## src/rtl/i2s_pkg.sv

```systemverilog
// Shared constants for the I2S transmitter: default sample width, slot counter
// sizing and the LRCLK channel encoding.
package i2s_pkg;

  localparam int SAMPLE_W_DEF = 24;
  localparam int CNT_W        = 6;

  typedef logic [CNT_W-1:0] slot_cnt_t;

  localparam slot_cnt_t CNT_MAX = '1;

  localparam logic LEFT  = 1'b0;
  localparam logic RIGHT = 1'b1;

endpackage

```

## src/rtl/i2s_edge_det.sv

```systemverilog
// BCLK falling-edge detector and LRCLK slot-change detector, both evaluated
// in the clock_in domain.
module i2s_edge_det
  import i2s_pkg::*;
(
  input  logic clk,
  input  logic reset,
  input  logic bclk,
  input  logic lrclk,
  output logic fall,
  output logic slot_change
);

  logic bclk_q;
  logic lr_q;
  logic first;

  always_ff @(posedge clk) begin
    if (reset) begin
      bclk_q <= 1'b0;
      lr_q   <= LEFT;
      first  <= 1'b1;
    end else begin
      bclk_q <= bclk;
      if (fall) begin
        lr_q  <= lrclk;
        first <= 1'b0;
      end
    end
  end

  // The first fall after reset only learns the LRCLK level.
  assign fall        = bclk_q & ~bclk;
  assign slot_change = fall & ~first & (lrclk != lr_q);

endmodule

```

## src/rtl/i2s_tx.sv

```systemverilog
// I2S transmitter: one-pair holding buffer, per-frame active sample registers
// and a slot bit counter that serialises MSB first with the one-BCLK delay.
module i2s_tx
  import i2s_pkg::*;
#(
  parameter int SAMPLE_W = SAMPLE_W_DEF
) (
  input  logic                clock_in,
  input  logic                reset,
  input  logic                clk_3_072,
  input  logic                clk_0_0048,
  input  logic                s_valid,
  input  logic [SAMPLE_W-1:0] s_left,
  input  logic [SAMPLE_W-1:0] s_right,
  output logic                s_ready,
  output logic                sdata,
  output logic                underrun
);

  logic fall;
  logic slot_change;
  logic left_start;
  logic accept;
  logic buf_full;
  logic seen_one;
  logic armed;

  logic signed [SAMPLE_W-1:0] buf_left;
  logic signed [SAMPLE_W-1:0] buf_right;
  logic signed [SAMPLE_W-1:0] active_left;
  logic signed [SAMPLE_W-1:0] active_right;
  logic signed [SAMPLE_W-1:0] cur_sample;

  slot_cnt_t slot_cnt;
  slot_cnt_t slot_cnt_next;

  function automatic logic serial_bit(input logic signed [SAMPLE_W-1:0] smp,
                                      input slot_cnt_t n);
    logic [SAMPLE_W-1:0] shifted;
    int pos;
    pos     = int'(n);
    shifted = smp << ((pos == 0) ? 0 : pos - 1);
    serial_bit = (pos >= 1 && pos <= SAMPLE_W) ? shifted[SAMPLE_W-1] : 1'b0;
  endfunction

  i2s_edge_det u_edge_det (
    .clk         (clock_in),
    .reset       (reset),
    .bclk        (clk_3_072),
    .lrclk       (clk_0_0048),
    .fall        (fall),
    .slot_change (slot_change)
  );

  assign left_start = slot_change & (clk_0_0048 == LEFT);
  assign s_ready    = ~buf_full & ~reset;
  assign accept     = s_valid & s_ready;
  assign cur_sample = (clk_0_0048 == RIGHT) ? active_right : active_left;

  always_comb begin
    slot_cnt_next = slot_cnt;
    if (slot_change) begin
      slot_cnt_next = '0;
    end else if (fall && slot_cnt != CNT_MAX) begin
      slot_cnt_next = slot_cnt + 1'b1;
    end
  end

  always_ff @(posedge clock_in) begin
    if (reset) begin
      slot_cnt     <= CNT_MAX;
      buf_full     <= 1'b0;
      active_left  <= '0;
      active_right <= '0;
      sdata        <= 1'b0;
      underrun     <= 1'b0;
      seen_one     <= 1'b0;
      armed        <= 1'b0;
    end else begin
      slot_cnt <= slot_cnt_next;
      underrun <= left_start & ~buf_full;
      if (left_start) begin
        active_left  <= buf_full ? buf_left  : '0;
        active_right <= buf_full ? buf_right : '0;
      end
      // An accept coinciding with a left-start lands in the buffer, never in active.
      if (accept) begin
        buf_full <= 1'b1;
      end else if (left_start) begin
        buf_full <= 1'b0;
      end
      if (slot_change) begin
        seen_one <= 1'b1;
        if (seen_one) begin
          armed <= 1'b1;
        end
      end
      if (fall) begin
        sdata <= armed & serial_bit(cur_sample, slot_cnt_next);
      end
    end
  end

  always_ff @(posedge clock_in) begin
    if (accept) begin
      buf_left  <= s_left;
      buf_right <= s_right;
    end
  end

endmodule

```

## config.mk

```make
export PLATFORM = sky130hd
export DESIGN_NAME = i2s_tx
export DESIGN_NICKNAME = d
export VERILOG_FILES = /design/src/rtl/i2s_pkg.sv /design/src/rtl/i2s_edge_det.sv /design/src/rtl/i2s_tx.sv
export SDC_FILE = /design/constraint.sdc
export NUM_CORES = 1
export LEC_CHECK = 0
export ABC_CLOCK_PERIOD_IN_PS = 6800
export BUFFER_PORTS_ARGS = -buffer_cell sky130_fd_sc_hd__buf_2
export CORE_ASPECT_RATIO = 2
export CORE_MARGIN = 4
export CORE_UTILIZATION = 24
export DETAILED_ROUTE_END_ITERATION = 10
export MAX_ROUTING_LAYER = met4
export PLACE_DENSITY = 0.37
export RECOVER_POWER = 100
export SLEW_MARGIN = 20
export SYNTH_ARGS = -nofsm -noshare
export SYNTH_HDL_FRONTEND = slang
export SYNTH_SLANG_ARGS = --single-unit
```

## constraint.sdc

```tcl
create_clock -name clock_in -period 6.8 [get_ports clock_in]
set_input_delay 1.02 -clock clock_in [delete_from_list [all_inputs] [get_ports clock_in]]
set_output_delay 1.02 -clock clock_in [all_outputs]
set_load 0.1 [all_outputs]
```

==> run_results.csv, run 1 <==
group,metric,value,unit
worst_setup_path,r2r_slack,2970,ps
grt,grt_use_total,0.118,
placed_design,dpl.hpwl,8920,um
worst_setup_path,critPathMaxFanout,55,
clock_network,cts_tree,"done",
synthesis,synth_edf_count,48,
grt,grt_start_max_net_pins,56,
finish,synthToLayoutAreaGrowth,15.6,%
worst_setup_path,endpoint_kind,"register",
sta,fin_crit,4850,ps
power,power.internal,0.997,mW
finish,drive_gt1_frac,0.185,
clock_network,postCtsHoldBufs,0,
synthesis,yosys.cell_types.count,69,
floorplan,die_w,106,um
finish,post-route-util,0.284,
finish,fillers,1998,
clock_network,cts_resized,0,
worst_setup_path,crit_start,"reset",
sta,tightest_slew,3150,ps
clock_network,htreeDepth,3,
sta,slew_headroom,-1.10,
routing,wl_per_cell,16.3,um
clock_network,cts_setup_buffers,0,
routing,postRouteAntennaNets,0,
floorplan,io_pins,56,
worst_hold_path,hold_class,"register to register",
sta,tns,0,ps
clock_network,worstSkewPairLatency,350,ps
floorplan,coreArea,0.0189,mm^2
sta,clock_skew,8.74,ps
power,p_leak,1.77,nW
finish,nets,539,
grt,grt_pass1_vias,3537,
clock_network,cts.sink_count,110,
synthesis,netlist_instances,446,
sta,setup_viol,0,
routing,firstDrtPassIters,4,
placed_design,gp_congestion,0.850,
grt,met3_usage,0.0164,
power,ir_worst_vdd,0.0824,mV
clock_network,clk_pin_slew,70,ps
finish,diodes,0,
power,power_density,239,mW/mm^2
worst_setup_path,startpoint_type,"primary input",
worst_setup_path,cp.required,6700,ps
worst_hold_path,min_from,"active_right[17]",
floorplan,initial_core_util,0.246,
clock_network,ctsLongestPathBuffers,2,
grt,grt_pass1_wl,19200,um
power,power_frac_comb,0.046,
floorplan,core.rowCount,71,
routing,drt_wl_total,12000,um
synthesis,async_flop_share,0,
synthesis,ys.flop_type,"dfxtp_1",
routing,vias,3370,
sta,grt_setup_unrepaired,"no",
worst_setup_path,rr_startpoint,"slot_cnt[0]",
power,switching_power,0.287,mW
grt,use_met1,0.114,
grt,grt_util_met2,0.224,
floorplan,die_h,205,um
clock_network,cts_made_buffers,9,
sta,finalCritPeriodShare,0.714,
finish,final_cell_mix,"82 x nand2_1, 61 x dfxtp_1, 59 x a21oi_1",
routing,drt-initial-drc-count,107,
worst_setup_path,critPathArrivalTime,4750,ps
grt,grt_overflow_total,0,
power,pwr-share-seq,0.563,
sta,hold_viol,0,
grt,antenna_found_initial,0,
sta,fmax,206,MHz
power,sw_frac_of_total,0.224,
worst_setup_path,crit_type,"primary input to register",
routing,remaining_drc_errors,0,
job,drv_cap,2,
synthesis,synth-seq-cells,110,
synthesis,synth_seq_area_share,0.577,
run_status,status,"finished with violations",
sta,drv_slew,106,
synthesis,synth.avg_cell_area,10.4,um^2
routing,via_per_inst,4.55,
floorplan,dieArea,0.0218,mm^2
finish,mostFrequentLayoutCell,"nand2_1",
run_status,violations,"capacitance limit, slew limit",
power,clockPowerShare,0.391,
placed_design,numPortBuffers,55,
synthesis,ys_warn_count,0,
synthesis,syn_nets,503,
synthesis,syn_area,0.00465,mm^2
clock_network,cts-root-buf,"clkbuf_16",
grt,top_usage_layer,"met2",
==> worst max-delay path: stages <==
cell      delay, ps
buf_2            90
clkbuf_1        850
nor2_1          390
and2_0         2290
==> cell families (layout without fill, tap and decap cells) <==
group / after synthesis / count (layout) / synth area share
flip-flops: 110 / 110 / 0.577
AO/OA/AOI/OAI: 106 / 106 / 0.160
AND/OR/NAND/NOR: 177 / 177 / 0.182
multiplexers: 8 / 8 / 0.0237
buffers and inverters: 38 / 78 / 0.0390
XOR/XNOR: 3 / 3 / 0.00727
adder cells (fa/ha/maj): 4 / 4 / 0.0108
==> cell type report <==
| cell class | count | area [um^2] | share of cell area |
|---|---|---|---|
| clock inverter | 4 | 22.5 | 0.00419 |
| tap | 255 | 319 | 0.0594 |
| multi-input combinational | 298 | 1780 | 0.332 |
| clock buffer | 11 | 254 | 0.0473 |
| timing repair buffer | 58 | 290 | 0.0540 |
| sequential | 110 | 2680 | 0.500 |
| inverter | 5 | 18.8 | 0.00349 |
==> registers in the layout, indices dropped and copies added (netlist names) <==
name / cells
active_left: 24
active_right: 24
armed: 1
buf_full: 1
buf_left: 24
buf_right: 24
sdata: 1
seen_one: 1
slot_cnt: 6
u_edge_det.bclk_q: 1
u_edge_det.first: 1
u_edge_det.lr_q: 1
underrun: 1
==> power by group through the flow <==
stage	clock network (mW)	logic, mW	registers, mW
2_1_floorplan	0	0.0465	0.726
3_3_place_gp	0	0.0615	0.738
3_5_place_dp	0	0.0613	0.739
4_1_cts	0.520	0.0616	0.722
5_1_grt	0.542	0.0664	0.726
6_report	0.502	0.0596	0.723
==> routing by layer <==
metal	vias to the layer above	part of all wire	wire [um]
met5	-	0	0
met4	0	0.030	365
met3	22	0.020	241
met2	54	0.57	6920
met1	1585	0.37	4510
li1	1709	-	-
==> path summary, 6_finish.rpt <==
check / endpoint / depth (start not counted)
worst min register to register: active_right[17] / 2
worst max-delay path: buf_left[0] / 4
worst max register to register: sdata / 12
worst min-delay path: active_right[17] / 2
==> through the flow <==
step	setup WS (ps)	area, um^2	hold slack, ps	power, mW	std cells
global route	1370	5370	473	1.33	741
detailed placement	2370	5100	444	0.800	726
floorplan	2560	4650	427	0.772	446
CTS	2750	5380	455	1.30	741
global placement	2440	5100	446	0.800	726
finish	1950	5370	456	1.28	741
==> cell usage after synthesis, drive strengths merged (3+ instances only) <==
cell type / instances / share of area
or3: 3 / 0.0040
a21oi: 59 / 0.064
a31oi: 6 / 0.0081
ha: 4 / 0.011
nand3: 54 / 0.059
o21ai: 5 / 0.0062
o221ai: 3 / 0.0057
mux2i: 5 / 0.011
dfxtp: 62 / 0.27
buf: 12 / 0.018
nor3: 7 / 0.011
edfxtp: 48 / 0.31
nor2: 12 / 0.0097
inv: 4 / 0.0032
nand2: 82 / 0.066
and3: 3 / 0.0040
a311oi: 3 / 0.0057
clkbuf: 21 / 0.017
a41oi: 3 / 0.0097
o31ai: 4 / 0.0086
Note: power is estimated with default switching activity, not from simulation.
==> run 2, diff against run 1 <==
--- a/config.mk
+++ b/config.mk
@@ -5,14 +5,14 @@
 export SDC_FILE = /design/constraint.sdc
 export NUM_CORES = 1
 export LEC_CHECK = 0
-export ABC_CLOCK_PERIOD_IN_PS = 6800
+export ABC_CLOCK_PERIOD_IN_PS = 3900
 export BUFFER_PORTS_ARGS = -buffer_cell sky130_fd_sc_hd__buf_2
 export CORE_ASPECT_RATIO = 2
 export CORE_MARGIN = 4
 export CORE_UTILIZATION = 24
 export DETAILED_ROUTE_END_ITERATION = 10
 export MAX_ROUTING_LAYER = met4
-export PLACE_DENSITY = 0.37
+export PLACE_DENSITY = 0.38
 export RECOVER_POWER = 100
 export SLEW_MARGIN = 20
 export SYNTH_ARGS = -nofsm -noshare
==> constraint.sdc (replaced) <==
create_clock -name clock_in -period 3.9 [get_ports clock_in]
set_input_delay 0.585 -clock clock_in [delete_from_list [all_inputs] [get_ports clock_in]]
set_output_delay 0.585 -clock clock_in [all_outputs]
set_load 0.1 [all_outputs]
==> run 2 against run 1 <==
Total power up 80%. Largest cell class unchanged. Via count up 1.8%. Routed wire length up 3.3%. The flow still finishes with violations (capacitance limit, slew limit). Critical path type is now register to register. Setup slack worse by 1600 ps. Cell area up 1.7%. Largest power group unchanged. Sequential share of layout area down 0.84 points.
==> run_results.csv, run 2 (synthesis gave the netlist of run 1 again) <==
group,metric,value,unit
worst_hold_path,hold_class,"primary input to register",
clock_network,cts_resized,0,
grt,grt_overflow_total,0,
clock_network,clk_pin_slew,70,ps
worst_setup_path,crit_start,"slot_cnt[0]",
sta,grt_setup_unrepaired,"no",
power,ir_worst_vdd,0.158,mV
grt,grt_util_met2,0.226,
sta,fmax,285,MHz
floorplan,initial_core_util,0.246,
worst_setup_path,critPathMaxFanout,6,
grt,met3_usage,0.0145,
routing,via_per_inst,4.56,
routing,wl_per_cell,16.5,um
clock_network,cts.sink_count,110,
routing,vias,3431,
worst_setup_path,critPathArrivalTime,3760,ps
power,p_leak,1.81,nW
finish,mostFrequentLayoutCell,"nand2_1",
sta,clock_skew,5.56,ps
finish,register_area,0.00268,mm^2
routing,postRouteAntennaNets,0,
worst_hold_path,min_from,"s_right[17]",
placed_design,pre_cts_ws,251,ps
sta,setup_viol,0,
clock_network,htreeDepth,3,
sta,hold_viol,0,
grt,grt_pass1_wl,19900,um
sta,slew_headroom,-0.549,
floorplan,core.rowCount,71,
finish,final_cell_mix,"82 x nand2_1, 62 x dfxtp_1, 59 x a21oi_1",
sta,fin_crit,3510,ps
finish,nets,550,
worst_setup_path,crit_family,"compound AO/OA/AOI/OAI gates",
placed_design,numPortBuffers,55,
routing,remaining_drc_errors,0,
run_status,status,"finished with violations",
clock_network,cts-root-buf,"clkbuf_16",
clock_network,cts_setup_buffers,0,
worst_setup_path,cp.required,4150,ps
clock_network,postCtsHoldBufs,0,
finish,drive_gt1_frac,0.193,
sta,drv_slew,80,
worst_setup_path,worst_path_max_delay_cell,"mux4_1",
clock_network,ctsLongestPathBuffers,2,
power,power_density,423,mW/mm^2
placed_design,dpl.hpwl,9310,um
floorplan,coreArea,0.0189,mm^2
grt,use_met1,0.127,
grt,grt_pass1_vias,3647,
floorplan,io_pins,56,
floorplan,die_h,205,um
worst_setup_path,endpoint_kind,"register",
placed_design,gp_congestion,0.852,
finish,multi_input_area,0.00178,mm^2
routing,drt_wl_total,12400,um
clock_network,cts_tree,"done",
finish,diodes,0,
finish,synthToLayoutAreaGrowth,17.5,%
sta,tns,0,ps
finish,fillers,2026,
worst_setup_path,startpoint_type,"register",
worst_setup_path,path_cells,"ha_1, nand4_1, o21ai_2, nor3b_1, nor2_1, ha_1, o31ai_2, o41ai_4, mux4_1, o211ai_1, o31ai_1, a31o_1",
worst_setup_path,critPathMaxStageDelay,630,ps
sta,tightest_slew,2320,ps
sta,final.setup.worst_slack,391,ps
run_status,violations,"capacitance limit, slew limit",
worst_setup_path,cp_num_buf_inv,0,
routing,drt-initial-drc-count,91,
finish,post-route-util,0.289,
worst_setup_path,crit_path_frequent_cell,"ha_1",
clock_network,cts_made_buffers,9,
grt,antenna_found_initial,0,
job,drv_cap,2,
grt,grt_use_total,0.123,
clock_network,worstSkewPairLatency,360,ps
worst_setup_path,crit_type,"register to register",
floorplan,die_w,106,um
sta,finalCritPeriodShare,0.900,
floorplan,dieArea,0.0218,mm^2
routing,firstDrtPassIters,4,
grt,top_usage_layer,"met2",
worst_setup_path,rr_startpoint,"slot_cnt[0]",
grt,grt_start_max_net_pins,54,
==> run 2: power by group <==
part / total [mW] / internal [mW] / switching (mW)
logic: 0.128 / 0.0416 / 0.0862
clock network: 0.937 / 0.516 / 0.421
registers: 1.24 / 1.23 / 0.0106
total: 2.31 / 1.79 / 0.518
==> run 2: layout make-up <==
| class | instances | share of cell area |
|---|---|---|
| multi-input combinational | 298 | 0.327 |
| tap | 255 | 0.0584 |
| timing repair buffer | 69 | 0.0651 |
| inverter | 5 | 0.00344 |
| clock inverter | 5 | 0.0108 |
| sequential | 110 | 0.491 |
| clock buffer | 11 | 0.0445 |
==> run 2: metrics by stage <==
stage	hold WS, ps	power [mW]	cell area (um^2)	std cells
floorplan	427	1.35	4650	446
global placement	444	1.40	5200	737
detailed placement	448	1.41	5200	737
CTS	384	2.36	5500	753
global route	390	2.40	5460	753
finish	396	2.31	5460	753
==> run 2: final timing paths <==
kind / to / slack (ps) / depth (start not counted)
hold reg to reg: active_left[7] / 460 / 2
setup reg to reg: sdata / 390 / 12
hold / removal: buf_right[17] / 400 / 1
setup / recovery: sdata / 390 / 12
==> run 2: metal layers <==
| metal | share of wire | wire length (um) |
|---|---|---|
| met1 | 0.38 | 4770 |
| met2 | 0.57 | 7050 |
| met3 | 0.017 | 208 |
| met4 | 0.032 | 403 |
| met5 | 0 | 0 |
==> run 3, diff against run 2 <==
--- a/config.mk
+++ b/config.mk
@@ -8,7 +8,6 @@
 export ABC_CLOCK_PERIOD_IN_PS = 3900
 export BUFFER_PORTS_ARGS = -buffer_cell sky130_fd_sc_hd__buf_2
 export CORE_ASPECT_RATIO = 2
-export CORE_MARGIN = 4
 export CORE_UTILIZATION = 24
 export DETAILED_ROUTE_END_ITERATION = 10
 export MAX_ROUTING_LAYER = met4
==> run 3 against run 2 <==
The flow still finishes with violations (capacitance limit, slew limit). Worst hold slack improved by 2.0 ps. Die area shrank 8.4%. Clock skew grew 3.1 ps. Cell area up 0.25%. First-iteration DRC count increased by 82%. Total power increased by 1.3%. Via count increased by 1.8%. Maximum frequency fell by 0.53%. Clock-buffer cell count is 3 higher. Highest routed layer unchanged.
==> run_results.csv, run 3 (synthesis gave the netlist of run 1 again) <==
group,metric,value,unit
finish,multi_input_area,0.00178,mm^2
sta,fin_crit,3530,ps
finish,drive_gt1_frac,0.190,
worst_setup_path,cp.required,4150,ps
clock_network,postCtsHoldBufs,0,
clock_network,cts_made_buffers,9,
floorplan,die_h,199,um
sta,tns,0,ps
worst_setup_path,critPathMaxStageDelay,570,ps
routing,postRouteAntennaNets,0,
finish,mostFrequentLayoutCell,"nand2_1",
clock_network,htreeDepth,3,
finish,diodes,0,
power,p_leak,1.83,nW
floorplan,core.rowCount,71,
grt,grt_pass1_vias,3612,
finish,register_area,0.00268,mm^2
worst_hold_path,hold_class,"primary input to register",
placed_design,numPortBuffers,55,
worst_setup_path,crit_type,"register to register",
routing,drt_wl_total,13000,um
clock_network,cts.sink_count,110,
worst_setup_path,path_cells,"ha_1, and4_1, nand3_1, o21ai_0, nor2_1, ha_1, mux4_2, a2111oi_2, o31ai_1, a31o_1",
grt,grt_overflow_total,0,
worst_setup_path,critPathArrivalTime,3780,ps
sta,hold_ws,398,ps
routing,remaining_drc_errors,0,
placed_design,dp_cells,738,
worst_setup_path,worst_path_max_delay_cell,"mux4_2",
run_status,status,"finished with violations",
power,power_density,427,mW/mm^2
sta,setup_viol,0,
sta,drv_slew,78,
worst_setup_path,rr_startpoint,"slot_cnt[0]",
floorplan,dieArea,0.0200,mm^2
finish,post-route-util,0.289,
sta,fmax,283,MHz
routing,via_per_inst,4.63,
floorplan,die_w,100,um
routing,dr_wl_met3,327,um
finish,fillers,1992,
sta,hold_viol,0,
power,ir_worst_vdd,0.199,mV
finish,nets,551,
worst_setup_path,startpoint_type,"register",
worst_setup_path,critPathMaxFanout,7,
clock_network,worstSkewPairLatency,360,ps
worst_hold_path,min_from,"s_right[17]",
floorplan,initial_core_util,0.246,
grt,grt_start_max_net_pins,51,
sta,clock_skew,8.64,ps
placed_design,dpl.hpwl,9620,um
routing,vias,3492,
routing,routed-wl-met2,7250,um
job,drv_cap,2,
routing,wl_per_cell,17.2,um
floorplan,coreArea,0.0189,mm^2
power,p_total,2.34,mW
sta,grt_setup_unrepaired,"no",
grt,grt_use_total,0.142,
routing,firstDrtPassIters,4,
sta,tightest_slew,2140,ps
worst_setup_path,crit_path_frequent_cell,"ha_1",
routing,dr.max_layer_used,"met4",
clock_network,cts_resized,0,
run_status,violations,"capacitance limit, slew limit",
worst_setup_path,crit_start,"slot_cnt[0]",
routing,drt-initial-drc-count,166,
finish,synthToLayoutAreaGrowth,17.8,%
finish,final_cell_mix,"82 x nand2_1, 62 x dfxtp_1, 59 x a21oi_1",
clock_network,cts-root-buf,"clkbuf_16",
clock_network,cts_tree,"done",
finish,fin_cells,754,
routing,wl_met1,4770,um
grt,grt_pass1_wl,20200,um
clock_network,ctsLongestPathBuffers,2,
clock_network,cts_setup_buffers,0,
sta,finalCritPeriodShare,0.904,
grt,antenna_found_initial,0,
worst_setup_path,endpoint_kind,"register",
clock_network,clk_pin_slew,70,ps
placed_design,gp_congestion,0.835,
floorplan,io_pins,56,
sta,slew_headroom,-0.425,
## run 3: worst max-delay path: cells and delay by family, from the launching register on
family          cells  cell delay (ps)
compound gates      4             1090
mux                 1              570
flops               1              440
fa+ha+maj           2              800
simple gates        3              510
## run 3: routing by layer
| layer | track usage | vias up |
|---|---|---|
| li1 | - | 1728 |
| met4 | 0.0913 | 0 |
| met5 | - | - |
| met1 | 0.143 | 1665 |
| met3 | 0.0183 | 26 |
| met2 | 0.254 | 73 |
## run 3: worst paths after layout
path	endpoint	slack, ps	cells after the start
max	sdata	370	10
min	buf_right[17]	400	1
max reg2reg	sdata	370	10
min reg2reg	active_left[3]	450	2
## run 3: per-stage QoR
| stage | area [um^2] | setup slack (ps) |
|---|---|---|
| 2_1_floorplan | 4650 | 93.9 |
| 3_3_place_gp | 5200 | 412 |
| 3_5_place_dp | 5200 | 341 |
| 4_1_cts | 5520 | 423 |
| 5_1_grt | 5470 | 15.4 |
| 6_report | 5470 | 373 |
## run 3: layout make-up
class,instances,share of cell area
Tap cell,255,0.0583
Sequential cell,110,0.490
Clock buffer,14,0.0501
Inverter,5,0.00343
Multi-Input combinational cell,298,0.325
Timing Repair Buffer,70,0.0663
Clock inverter,2,0.00709
## run 3: where the power goes
group          total, mW  internal [mW]  switching [mW]  leakage, nW
clock network      0.963          0.553           0.410        0.153
registers           1.24           1.23          0.0120        0.945
logic              0.130         0.0423          0.0876        0.729
total               2.34           1.83           0.510         1.83
